File: config.mk
export PLATFORM = sky130hd
export DESIGN_NAME = fetch_stage_flat
export DESIGN_NICKNAME = d
export VERILOG_FILES = /design/src/rtl/mips_pkg.sv /design/src/rtl/fetch_stage_if.sv /design/src/rtl/fetch_stage_if_id.sv /design/src/rtl/fetch_stage.sv /design/src/flat_wrapper.sv
export SDC_FILE = /design/constraint.sdc
export NUM_CORES = 1
export LEC_CHECK = 0
export ABC_AREA = 1
export CAP_MARGIN = 5
export CELL_PAD_IN_SITES_DETAIL_PLACEMENT = 1
export CELL_PAD_IN_SITES_GLOBAL_PLACEMENT = 1
export CORE_MARGIN = 5
export CORE_UTILIZATION = 40
export DETAILED_ROUTE_END_ITERATION = 7
export PLACE_DENSITY_LB_ADDON = 0.1
export RECOVER_POWER = 50
export SLEW_MARGIN = 40
export SYNTH_ARGS = -nofsm -noshare
export SYNTH_HDL_FRONTEND = slang
export SYNTH_SLANG_ARGS = --single-unit
File: constraint.sdc
create_clock -name clk -period 2.62 [get_ports clk]
set_clock_uncertainty 0.1 [all_clocks]
set_input_delay 0.393 -clock clk [delete_from_list [all_inputs] [get_ports clk]]
set_output_delay 0.393 -clock clk [all_outputs]
set_load 0.005 [all_outputs]
File: src/rtl/mips_pkg.sv
// Shared types and constants for the MIPS fetch path: NOP word, reset PC, fetch FSM encoding, IF/ID layout.
package mips_pkg;
  localparam int          INSTR_W      = 32;
  localparam logic [31:0] NOP_INSTR    = 32'h0000_0000;
  localparam logic [31:0] RESET_PC_DEF = 32'h0000_0000;

  typedef enum logic [1:0] {
    ST_BOOT  = 2'd0,
    ST_FETCH = 2'd1,
    ST_HOLD  = 2'd2
  } fetch_state_t;

  typedef struct packed {
    logic [INSTR_W-1:0] instr;
    logic [31:0]        pc4;
    logic               valid;
  } ifid_t;
endpackage

File: src/rtl/fetch_stage_if.sv
// Instruction-memory request/ready handshake between the fetch stage (master) and imem (slave).
interface fetch_stage_if;
  import mips_pkg::*;
  logic               req;
  logic [31:0]        addr;
  logic               ready;
  logic [INSTR_W-1:0] rdata;

  modport master (output req, addr, input ready, rdata);
  modport slave  (input req, addr, output ready, rdata);
endinterface

File: src/rtl/fetch_stage_if_id.sv
// IF/ID pipeline register: 65-bit {instr, pc4, valid} with flush (bubble) taking priority over load.
module if_id_reg
  import mips_pkg::*;
#(
  parameter logic [31:0] NOP = NOP_INSTR
) (
  input  logic  clk,
  input  logic  rst_n,
  input  logic  load,
  input  logic  flush,
  input  ifid_t d,
  output ifid_t q
);
  always_ff @(posedge clk or negedge rst_n) begin
    if (!rst_n)     q <= '{instr: NOP, pc4: 32'h0, valid: 1'b0};
    else if (flush) q <= '{instr: NOP, pc4: 32'h0, valid: 1'b0};
    else if (load)  q <= d;
  end
endmodule

File: src/rtl/fetch_stage.sv
// MIPS instruction fetch + IF/ID register with stall, redirect and a 1-entry pending buffer.
// Optional perf counters (fetch_cnt, flush_cnt) when FETCH_PERF_EN is defined.
module fetch_stage
  import mips_pkg::*;
#(
  parameter logic [31:0] RESET_PC  = RESET_PC_DEF,
  parameter logic [31:0] NOP_INSTR = mips_pkg::NOP_INSTR
) (
  input  logic               clk,
  input  logic               rst_n,
  input  logic               stall,
  input  logic               redirect,
  input  logic [31:0]        redirect_pc,
  fetch_stage_if.master      imem,
  output logic [INSTR_W-1:0] ifid_instr,
  output logic [31:0]        ifid_pc4,
  output logic               ifid_valid
`ifdef FETCH_PERF_EN
  ,
  output logic [31:0]        fetch_cnt,
  output logic [31:0]        flush_cnt
`endif
);
  fetch_state_t       state, state_n;
  logic [31:0]        pc, pc_n, pc4;
  logic [INSTR_W-1:0] pend_instr;
  logic [31:0]        pend_pc4;
  logic               pend_load, fire;
  logic               ifid_load, ifid_flush;
  ifid_t              ifid_d, ifid_q;

  assign pc4       = pc + 32'd4;
  assign imem.req  = (state == ST_FETCH);
  assign imem.addr = pc;
  assign fire      = imem.req & imem.ready;

  always_ff @(posedge clk or negedge rst_n) begin
    if (!rst_n) begin
      state      <= ST_BOOT;
      pc         <= RESET_PC;
      pend_instr <= NOP_INSTR;
      pend_pc4   <= 32'h0;
    end else begin
      state <= state_n;
      pc    <= pc_n;
      if (pend_load) begin
        pend_instr <= imem.rdata;
        pend_pc4   <= pc4;
      end
    end
  end

  // Redirect overrides everything, even a stall: the pending word and any
  // same-cycle fetch belong to the wrong path and are simply dropped.
  always_comb begin
    state_n    = state;
    pc_n       = pc;
    pend_load  = 1'b0;
    ifid_load  = 1'b0;
    ifid_flush = 1'b0;
    ifid_d     = '{instr: imem.rdata, pc4: pc4, valid: 1'b1};
    if (redirect) begin
      pc_n       = redirect_pc & ~32'h3;
      ifid_flush = 1'b1;
      state_n    = ST_FETCH;
    end else begin
      case (state)
        ST_BOOT: state_n = ST_FETCH;
        ST_FETCH: begin
          if (stall) begin
            if (fire) begin
              pend_load = 1'b1;
              pc_n      = pc4;
              state_n   = ST_HOLD;
            end
          end else if (fire) begin
            ifid_load = 1'b1;
            pc_n      = pc4;
          end else begin
            ifid_flush = 1'b1;
          end
        end
        ST_HOLD: begin
          if (!stall) begin
            ifid_d    = '{instr: pend_instr, pc4: pend_pc4, valid: 1'b1};
            ifid_load = 1'b1;
            state_n   = ST_FETCH;
          end
        end
        default: state_n = ST_BOOT;
      endcase
    end
  end

  if_id_reg #(.NOP(NOP_INSTR)) u_if_id (
    .clk   (clk),
    .rst_n (rst_n),
    .load  (ifid_load),
    .flush (ifid_flush),
    .d     (ifid_d),
    .q     (ifid_q)
  );

  assign ifid_instr = ifid_q.instr;
  assign ifid_pc4   = ifid_q.pc4;
  assign ifid_valid = ifid_q.valid;

`ifdef FETCH_PERF_EN
  always_ff @(posedge clk or negedge rst_n) begin
    if (!rst_n) begin
      fetch_cnt <= 32'h0;
      flush_cnt <= 32'h0;
    end else begin
      if (ifid_load && ifid_d.valid) fetch_cnt <= fetch_cnt + 32'd1;
      if (redirect)                  flush_cnt <= flush_cnt + 32'd1;
    end
  end
`endif
endmodule
File: src/flat_wrapper.sv
// flat-port wrapper written by rule: the top's interface ports become plain ports
module fetch_stage_flat import mips_pkg::*;
#(
  parameter logic [31:0] RESET_PC  = RESET_PC_DEF,
  parameter logic [31:0] NOP_INSTR = mips_pkg::NOP_INSTR
)
  (clk, rst_n, stall, redirect, redirect_pc, ifid_instr, ifid_pc4, ifid_valid, imem_req, imem_addr, imem_ready, imem_rdata);
  fetch_stage_if imem_i ();
  input  logic clk;
  input  logic rst_n;
  input  logic stall;
  input  logic redirect;
  input  logic [31:0] redirect_pc;
  output logic [INSTR_W-1:0] ifid_instr;
  output logic [31:0] ifid_pc4;
  output logic ifid_valid;
  output wire logic [$bits(imem_i.req)-1:0] imem_req;
  output wire logic [$bits(imem_i.addr)-1:0] imem_addr;
  input wire logic [$bits(imem_i.ready)-1:0] imem_ready;
  input wire logic [$bits(imem_i.rdata)-1:0] imem_rdata;
  assign imem_req = imem_i.req;
  assign imem_addr = imem_i.addr;
  assign imem_i.ready = imem_ready;
  assign imem_i.rdata = imem_rdata;
  fetch_stage #(.RESET_PC(RESET_PC), .NOP_INSTR(NOP_INSTR)) u_core (.clk(clk), .rst_n(rst_n), .stall(stall), .redirect(redirect), .redirect_pc(redirect_pc), .imem(imem_i), .ifid_instr(ifid_instr), .ifid_pc4(ifid_pc4), .ifid_valid(ifid_valid));
endmodule
Word level (Yosys, flattened, before mapping) --
Cells that the tools add are included. Widths: inputs -> output; s select.
Storage, ports and cells: flip-flop bits (word level) 163, output and inout bits 98, word-level logic and storage cells 45
Cells by class: add/sub/neg operators 1, equality and inequality tests 5, mux-type cells 25, bitwise logic cells 1, reduce and logical (&&, ||, !) cells 6
Operators with widths (count):
- $mux 65 | 5
- $mux 32 | 3
- $add 32x3->32 const B | 1
- $mux 1 | 11
- $ne 3x3->1 const B | 3
- $mux 2 | 4
- $pmux 2 s3 | 1
- $reduce_bool 2->1 | 3
- $reduce_and 3->1 | 1
- $eq 2x1->1 const B | 1
- $eq 2x2->1 const B | 1
- $logic_not 2->1 | 1
- $pmux 1 s2 | 1
- $reduce_and 2->1 | 1
- $and 1x1->1 | 1

Logic depth before layout (Yosys ltp) --
Gate-level depths: netlist (run 1).
word-level depth 8, mapped depth 12, depth with buffers taken out 10

Hierarchy --
A second synthesis (run 1) with hierarchy kept.
Unflattened totals: cell total of the unflattened synthesis 1091, area total of the unflattened synthesis 8177.8 µm²
By module, submodules not included:
- fetch_stage | instances 1, cells an instance 808, area each 5587.9 µm², seq. area each 2352.3 µm²
- if_id_reg | instances 1, cells an instance 283, area each 2590.0 µm², seq. area each 1626.6 µm²

Worst setup path before layout (run 1) --
Ideal clock, no wire load.
kind register to register, start point register u_core.state[1], end point register u_core.u_if_id.q[16] (netlist bit), library setup time 0.117 ns, arrival time 1.506 ns, data required time 2.403 ns, slack 0.898 ns, stages on the path, launching flop included 13, path buffers 2, cells stage by stage dfrtp_1 -> inv_1 -> ha_1 -> nand2_2 -> inv_2 -> o21ai_2 -> nand2_2 -> nand3_4 -> buf_6 -> buf_6 -> nor2_2 -> nand2_1 -> nand2_1
On the way: cells in the longest elaborated chain, start to end 7, elaborated cells between the ends (all ways) 16, classes of those cells eq/ne: 2; mux: 12; bitwise: 1; reduce/logical: 1
RTL lines:
- start: declaration | line fetch_stage.sv:24 | fetch_state_t state, state_n;
- start signal: assignment | line fetch_stage.sv:44 | state <= state_n;
- $eq 2x1->1 * | line fetch_stage.sv:33 | assign imem.req = (state == ST_FETCH);
- named net imem_req | line flat_wrapper.sv:17 | output wire logic [$bits(imem_i.req)-1:0] imem_req;
- $and 1x1->1 | line fetch_stage.sv:35 | assign fire = imem.req & imem.ready;
- $mux 1 | line fetch_stage.sv:76 | end else if (fire) begin
- $mux 1 | line fetch_stage.sv:70 | if (stall) begin
- $pmux 1 s2 or $mux 1 (tied branches) | line fetch_stage.sv:67 | case (state)
- $mux 1 | line fetch_stage.sv:62 | if (redirect) begin
- $reduce_bool 2->1 (no line) or $mux 65 (tied branches)
- end signal: assignment | line fetch_stage_if_id.sv:15 | if (!rst_n) q <= '{instr: NOP, pc4: 32'h0, valid: 1'b0};
- end signal: assignment | line fetch_stage_if_id.sv:16 | else if (flush) q <= '{instr: NOP, pc4: 32'h0, valid: 1'b0};
- end: declaration | line fetch_stage_if_id.sv:12 | output ifid_t q
The timed path passes the listed nets; every way through them passes the cells marked *. The select of a mux whose other input is x is not followed. A chain may end at the register's enable or synchronous reset.

Worst setup path in the final report (run 1) --
start point register u_core.state[1], end point output imem_req
On the way: cells in the longest elaborated chain, start to end 1
RTL lines (line):
- $eq 2x1->1 | fetch_stage.sv:33
- end: declaration | flat_wrapper.sv:17
Every way passes these cells.

==> results of run 1 <==
[cells in the mapped netlist (all sizes together) (5+ instances only)]
cell    instances
mux2i          25
ha              6
clkbuf          9
a31oi           5
dfrtp         157
o21ai          81
nand2         436
buf            37
inv            57
nor2          105
xor2            5
nand3          55
o211ai         10
[power by group through the flow]
stage | sequential, mW | clock (mW) | combinational [mW]
after CTS | 4.00 | 2.70 | 3.36
after global placement | 3.97 | 0 | 3.21
after global routing | 4.12 | 2.83 | 3.64
final | 3.99 | 2.65 | 3.25
after detailed placement | 4.03 | 0 | 3.33
after floorplan | 3.91 | 0 | 1.61
[worst max path at each step]
stage	start	slack (ps)	endpoint
finish	u_core.state[1]	430	imem_req
CTS	u_core.state[1]	350	u_core.u_if_id.q[52]
detailed placement	redirect	160	u_core.u_if_id.q[52]
global route	rst_n	150	u_core.pend_instr[24]
global placement	redirect	280	u_core.u_if_id.q[54]
floorplan	u_core.state[1]	900	u_core.u_if_id.q[16]
[cell families (layout without fill, tap and decap cells)]
kind of cell,Yosys count,after routing,synth area share
AND/OR/NAND/NOR,600,600,0.313
flip-flops,157,157,0.503
AO/OA/AOI/OAI,105,105,0.0751
buffers and inverters,103,270,0.0594
multiplexers,26,26,0.0335
adder cells (fa/ha/maj),6,6,0.00960
XOR/XNOR,6,6,0.00672
other,1,4,0.000480
[flip-flops by register name (all words and copies together), names as in the netlist]
| signal | flops |
|---|---|
| u_core.imem.addr | 30 |
| u_core.pend_instr | 32 |
| u_core.pend_pc4 | 30 |
| u_core.state | 2 |
| u_core.u_if_id.q | 63 |
[metrics by stage]
step                       util  hold slack, ps
after floorplan               -           -2.59
after global placement    0.504             338
after detailed placement  0.504             344
after CTS                 0.537             375
after global routing      0.535             401
final                     0.535             374
[final cells by class]
| class | instances | area share |
|---|---|---|
| timing repair buffer | 181 | 0.177 |
| clock inverter | 15 | 0.0191 |
| sequential | 157 | 0.380 |
| inverter | 57 | 0.0209 |
| multi-input combinational | 747 | 0.330 |
| tap | 265 | 0.0321 |
| clock buffer | 17 | 0.0411 |
[routing by layer]
| metal | part of all wire | track usage | vias up | routed length (microns) |
|---|---|---|---|---|
| met5 | 0 | 0 | - | 0 |
| met1 | 0.46 | 0.317 | 3524 | 11200 |
| met3 | 0.056 | 0.0388 | 15 | 1360 |
| li1 | - | - | 3481 | - |
| met2 | 0.47 | 0.360 | 159 | 11500 |
| met4 | 0.0093 | 0.0567 | 0 | 225 |
[critical path: stages, from the launching register on]
cell and delay (ps):
dfrtp_1 400, inv_1 120, ha_1 220, clkdlybuf4s50_1 520
==> results.txt, run 1 <==
leading cell types in the layout, fill and taps excluded = 430 x nand2_1, 157 x dfrtp_1, 149 x clkdlybuf4s50_1, 93 x nor2_1, 65 x o21ai_0
# Post-CTS Setup Buffers = 0
Synth top area share = 0.503
clock share of power = 0.268
Starting Density = 0.404
vias in the first global route = 7,437
Final Setup Violations = 0
top post-synthesis cells by area = dfrtp_1 50%, nand2_1 21%, nor2_1 4.4%
DP Worst Slack = 160 ps
CP Max Fanout = 4
routed wire length = 24.3 mm
H-Tree Depth = 4
critical path required time = 2130 ps
max-cap viol count = 1
Reg power frac = 0.404
CTS tree = done
Multi-input gate area = 3410 sq um
CTS max path bufs = 2
Placeable Area = 19,300 sq um
antenna violations before repair = 0
HPWL after DPL = 17.6 mm
gpl congestion = 0.860
Finished Layout Cells = 1,439
Skew-Pair Late Insertion Delay = 430 ps
Placed Cells = 1,406
Final Hold Fails = 0
PortBufs = 160
Die X = 150 microns
Comb power frac = 0.328
Seq. cell area = 3930 sq um
Peak VDD IR = 0.474 mV
worst min-delay path class = reg2reg
hold buffers post-CTS = 1
n_diodes = 0
area growth from synthesis to layout = 32.3%
Congestion Overflow GR = 0
Peak Freq = 0.457 GHz
Final Cycle Share = 0.836
fraction of layout cells with a size suffix above 1 = 0.0698
Slew Limit Fails = 66
Row Count = 51
CTS Sinks = 157
hold path endpoint = u_core.pend_instr[24]
Worst Slack Setup Final = 430 ps
Synth Register Bits = 157
Clock transition at path regs = 70 ps
nets = 1,236
Starting DRT DRC Count = 347
RSZ-0062 raised after global routing = false
Post-synth EDFFs = 0
Die Span Y = 150 microns
commonest non-fill, non-tap cell in the layout = nand2_1
vias post-DR = 7,179
CP Class = reg2out
switch share = 0.348
Yosys cell types = 39
Critical Path AT = 1700 ps
first-pass GRT wire length = 39.5 mm
Sw Pwr = 3.45 mW
min Tclk post-route = 2190 ps
top_reg_cell synth = dfrtp_1
asr flop ratio synth = 1.00
Fillers = 2,379
CP Launch Type = register
TritonRoute pass-1 iters = 4
violated checks = capacitance limit, slew limit
PwrDens = 957 nW/um^2
Post-DRT Antenna Nets = 0
All-Layer GR Usage = 0.224
Power Total = 9.89 mW
Setup crit end kind = output port
Worst Hold Depth = 2
syn_area_per_cell = 7.79 sq um
CTS root buf = clkbuf_16
Mapped Area = 7820 sq um
worst slew pin tran = 1770 ps
sequential element share of the synthesized area = 0.503
die area = 22,400 sq um
Finished Cell Area = 10,300 sq um
hold_sp = u_core.pend_instr[24]
outcome = finished with violations
largest area contributor in the netlist = dfrtp_1
I/O pins = 167
Int Power = 6.45 mW
reg2reg end = u_core.u_if_id.q[52]
Via density = 4.99
largest net degree at the start of global routing = 72
Pleak = 5.18 nW
CTS resizes = 0
DP Area = 9750 sq um
r2r startpoint = u_core.state[1]
Register-to-Register Path Depth = 9
CTS buffer count = 17
Max transition margin = -0.178
Cells after Synth = 1,004
setup TNS = 0 ps
Synth Warn # = 0
routed wire length per instance = 16.9 microns
Post-route DRC = 0
R2R setup slack = 440 ps
No activity file was read; power rests on OpenSTA's default activity.
==> run 2: changes to the inputs <==
--- a/config.mk
+++ b/config.mk
@@ -10,7 +10,7 @@
 export CELL_PAD_IN_SITES_DETAIL_PLACEMENT = 1
 export CELL_PAD_IN_SITES_GLOBAL_PLACEMENT = 1
 export CORE_MARGIN = 5
-export CORE_UTILIZATION = 40
+export CORE_UTILIZATION = 37
 export DETAILED_ROUTE_END_ITERATION = 7
 export PLACE_DENSITY_LB_ADDON = 0.1
 export RECOVER_POWER = 50
==> constraint.sdc (replaced) <==
create_clock -name clk -period 2.2 [get_ports clk]
set_clock_uncertainty 0.1 [all_clocks]
set_input_delay 0.33 -clock clk [delete_from_list [all_inputs] [get_ports clk]]
set_output_delay 0.33 -clock clk [all_outputs]
set_load 0.005 [all_outputs]
==> run 2 against run 1 <==
  * Hold slack lost 11 ps
  * Cell area grew 1.5%
  * Register-to-register slack lost 310 ps
  * The run now ends clean
  * Clock-buffer cell count unchanged
  * Core utilization down 3.2 points
  * Sequential cell count unchanged
  * Final cell count up 1.5%
  * Die area up 7.6%
==> results.txt, run 2 (synthesis results as in run 1) <==
Largest register FFs = 63 (unchanged)
routed wire length per instance = 16.7 microns (-0.77%)
fraction of layout cells with a size suffix above 1 = 0.0819 (+0.0120)
max-cap viol count = 0 (-1)
CTS Sinks = 157 (unchanged)
H-Tree Depth = 4 (unchanged)
vias in the first global route = 7,486 (+0.66%)
RSZ-0062 raised after global routing = false
Setup crit end kind = output port
worst-path cell chain = inv_1, ha_4, clkdlybuf4s50_1
Via density = 4.85 (-2.8%)
All-Layer GR Usage = 0.210 (-0.0147)
CP delay by family, top = buffers and inverters
nets = 1,247 (+0.89%)
Reg with most FFs = u_core.u_if_id.q
Congestion Overflow GR = 0 (unchanged)
Die X = 155 microns (+3.7%)
Max transition margin = 0.142 (+0.320)
CTS max path bufs = 2 (unchanged)
gpl congestion = 0.862 (+0.26%)
TritonRoute pass-1 iters = 4 (unchanged)
worst slew pin tran = 1290 ps (-481 ps)
worst hold slack = 363 ps (-11.0 ps)
worst min-delay path class = in2reg
HPWL after DPL = 18.1 mm (+2.7%)
PortBufs = 160 (unchanged)
PwrDens = 1100 nW/um^2 (+15%)
Fillers = 2,580 (+8.4%)
leading cell types in the layout, fill and taps excluded = 428 x nand2_1, 157 x dfrtp_1, 116 x clkdlybuf4s50_1, 92 x nor2_1, 62 x o21ai_0
Placeable Area = 20,900 sq um (+8.0%)
Starting Density = 0.374 (-0.0301)
hold_sp = redirect_pc[22]
antenna violations before repair = 0 (unchanged)
min Tclk post-route = 2140 ps
Critical Path Max Stage Delay = 510 ps (about the same)
CTS buffer count = 17 (unchanged)
Slew Limit Fails = 0 (-100%)
Critical Path AT = 1710 ps (about the same)
largest net degree at the start of global routing = 49 (-32%)
CP bufs+invs = 2 (unchanged)
Placed Cells = 1,427 (+1.5%)
first-pass GRT wire length = 40.4 mm (+2.1%)
CP startpoint = u_core.state[1]
Post-DRT Antenna Nets = 0 (unchanged)
Post-route DRC = 0 (unchanged)
CP Class = reg2out
r2r startpoint = u_core.state[1]
critical path required time = 1770 ps (-360 ps)
n_diodes = 0 (unchanged)
I/O pins = 167 (unchanged)
Final Cycle Share = 0.972
Die Span Y = 155 microns (+3.7%)
CTS tree = done
Skew-Pair Late Insertion Delay = 430 ps (about the same)
routed wire length = 24.5 mm (+0.68%)
Pleak = 5.34 nW (+3.0%)
Clock transition at path regs = 70 ps (about the same)
CP max stage cell = clkdlybuf4s50_1
Final Hold Fails = 0 (unchanged)
commonest non-fill, non-tap cell in the layout = nand2_1
Finished Layout Cells = 1,460 (+1.5%)
Starting DRT DRC Count = 310 (-11%)
setup TNS = 0 ps (unchanged)
Peak Freq = 0.468 GHz
Final Setup Violations = 0 (unchanged)
Row Count = 53 (+3.9%)
outcome = complete, no violations
Peak VDD IR = 0.581 mV (+23%)
vias post-DR = 7,079 (-1.4%)
area growth from synthesis to layout = 34.4%
CP Max Fanout = 4 (unchanged)
CP Launch Type = register
CTS root buf = clkbuf_16
die area = 24,100 sq um (+7.6%)
Largest regs = u_core.u_if_id.q (63), u_core.pend_instr (32)
run 2: repair_timing:
item                                    CTS  global route
endpoints found under the setup margin    2             0
hold buffers                              1             0
endpoints found under the hold margin    40             0
setup buffers                             0             0
gates resized for setup                   2             0
run 2: tightest hold or removal path: stages:
cell,delay (ps)
clkdlybuf4s50_1,390
nand2_1,60
nand3_1,70
run 2: worst paths after layout:
| path | cells past startpoint | to | slack [ps] |
|---|---|---|---|
| min in group asynchronous | 2 | u_core.imem.addr[11] | 600 |
| max in group asynchronous | 3 | u_core.u_if_id.q[3] | 300 |
| worst min register to register | 2 | u_core.u_if_id.q[0] | 370 |
| worst max register to register | 9 | u_core.u_if_id.q[50] | 130 |
| worst max-delay path | 3 | imem_req | 60 |
| worst min-delay path | 3 | u_core.imem.addr[22] | 360 |
run 2: metrics by stage:
stage	util	instance area, sq um	total power, mW	setup WS, ps
after floorplan	-	7830	6.58	478
after global placement	0.474	9910	8.67	72.4
after detailed placement	0.474	9910	8.84	35.4
after CTS	0.503	10500	11.9	46.0
after global routing	0.503	10500	12.5	6.57
final	0.503	10500	11.6	62.7
run 2: where the power goes:
| part | internal (mW) | switching [mW] | total [mW] |
|---|---|---|---|
| combinational | 1.89 | 2.05 | 3.94 |
| sequential | 3.99 | 0.727 | 4.72 |
| clock | 1.60 | 1.34 | 2.94 |
| total | 7.47 | 4.12 | 11.6 |
run 2: cell type report:
| cell class | count | area [sq um] | share of cell area |
|---|---|---|---|
| timing repair buffer | 192 | 1990 | 0.189 |
| tap | 275 | 344 | 0.0328 |
| clock buffer | 17 | 425 | 0.0405 |
| inverter | 57 | 216 | 0.0206 |
| multi-input combinational | 747 | 3450 | 0.328 |
| sequential | 157 | 3930 | 0.374 |
| clock inverter | 15 | 151 | 0.0144 |
run 2: layer usage:
layer	wire [microns]	GRT usage	share of wire
met2	11400	0.337	0.47
met3	1030	0.0376	0.042
met5	0	0	0
met1	11800	0.301	0.48
met4	179	0.0375	0.0073
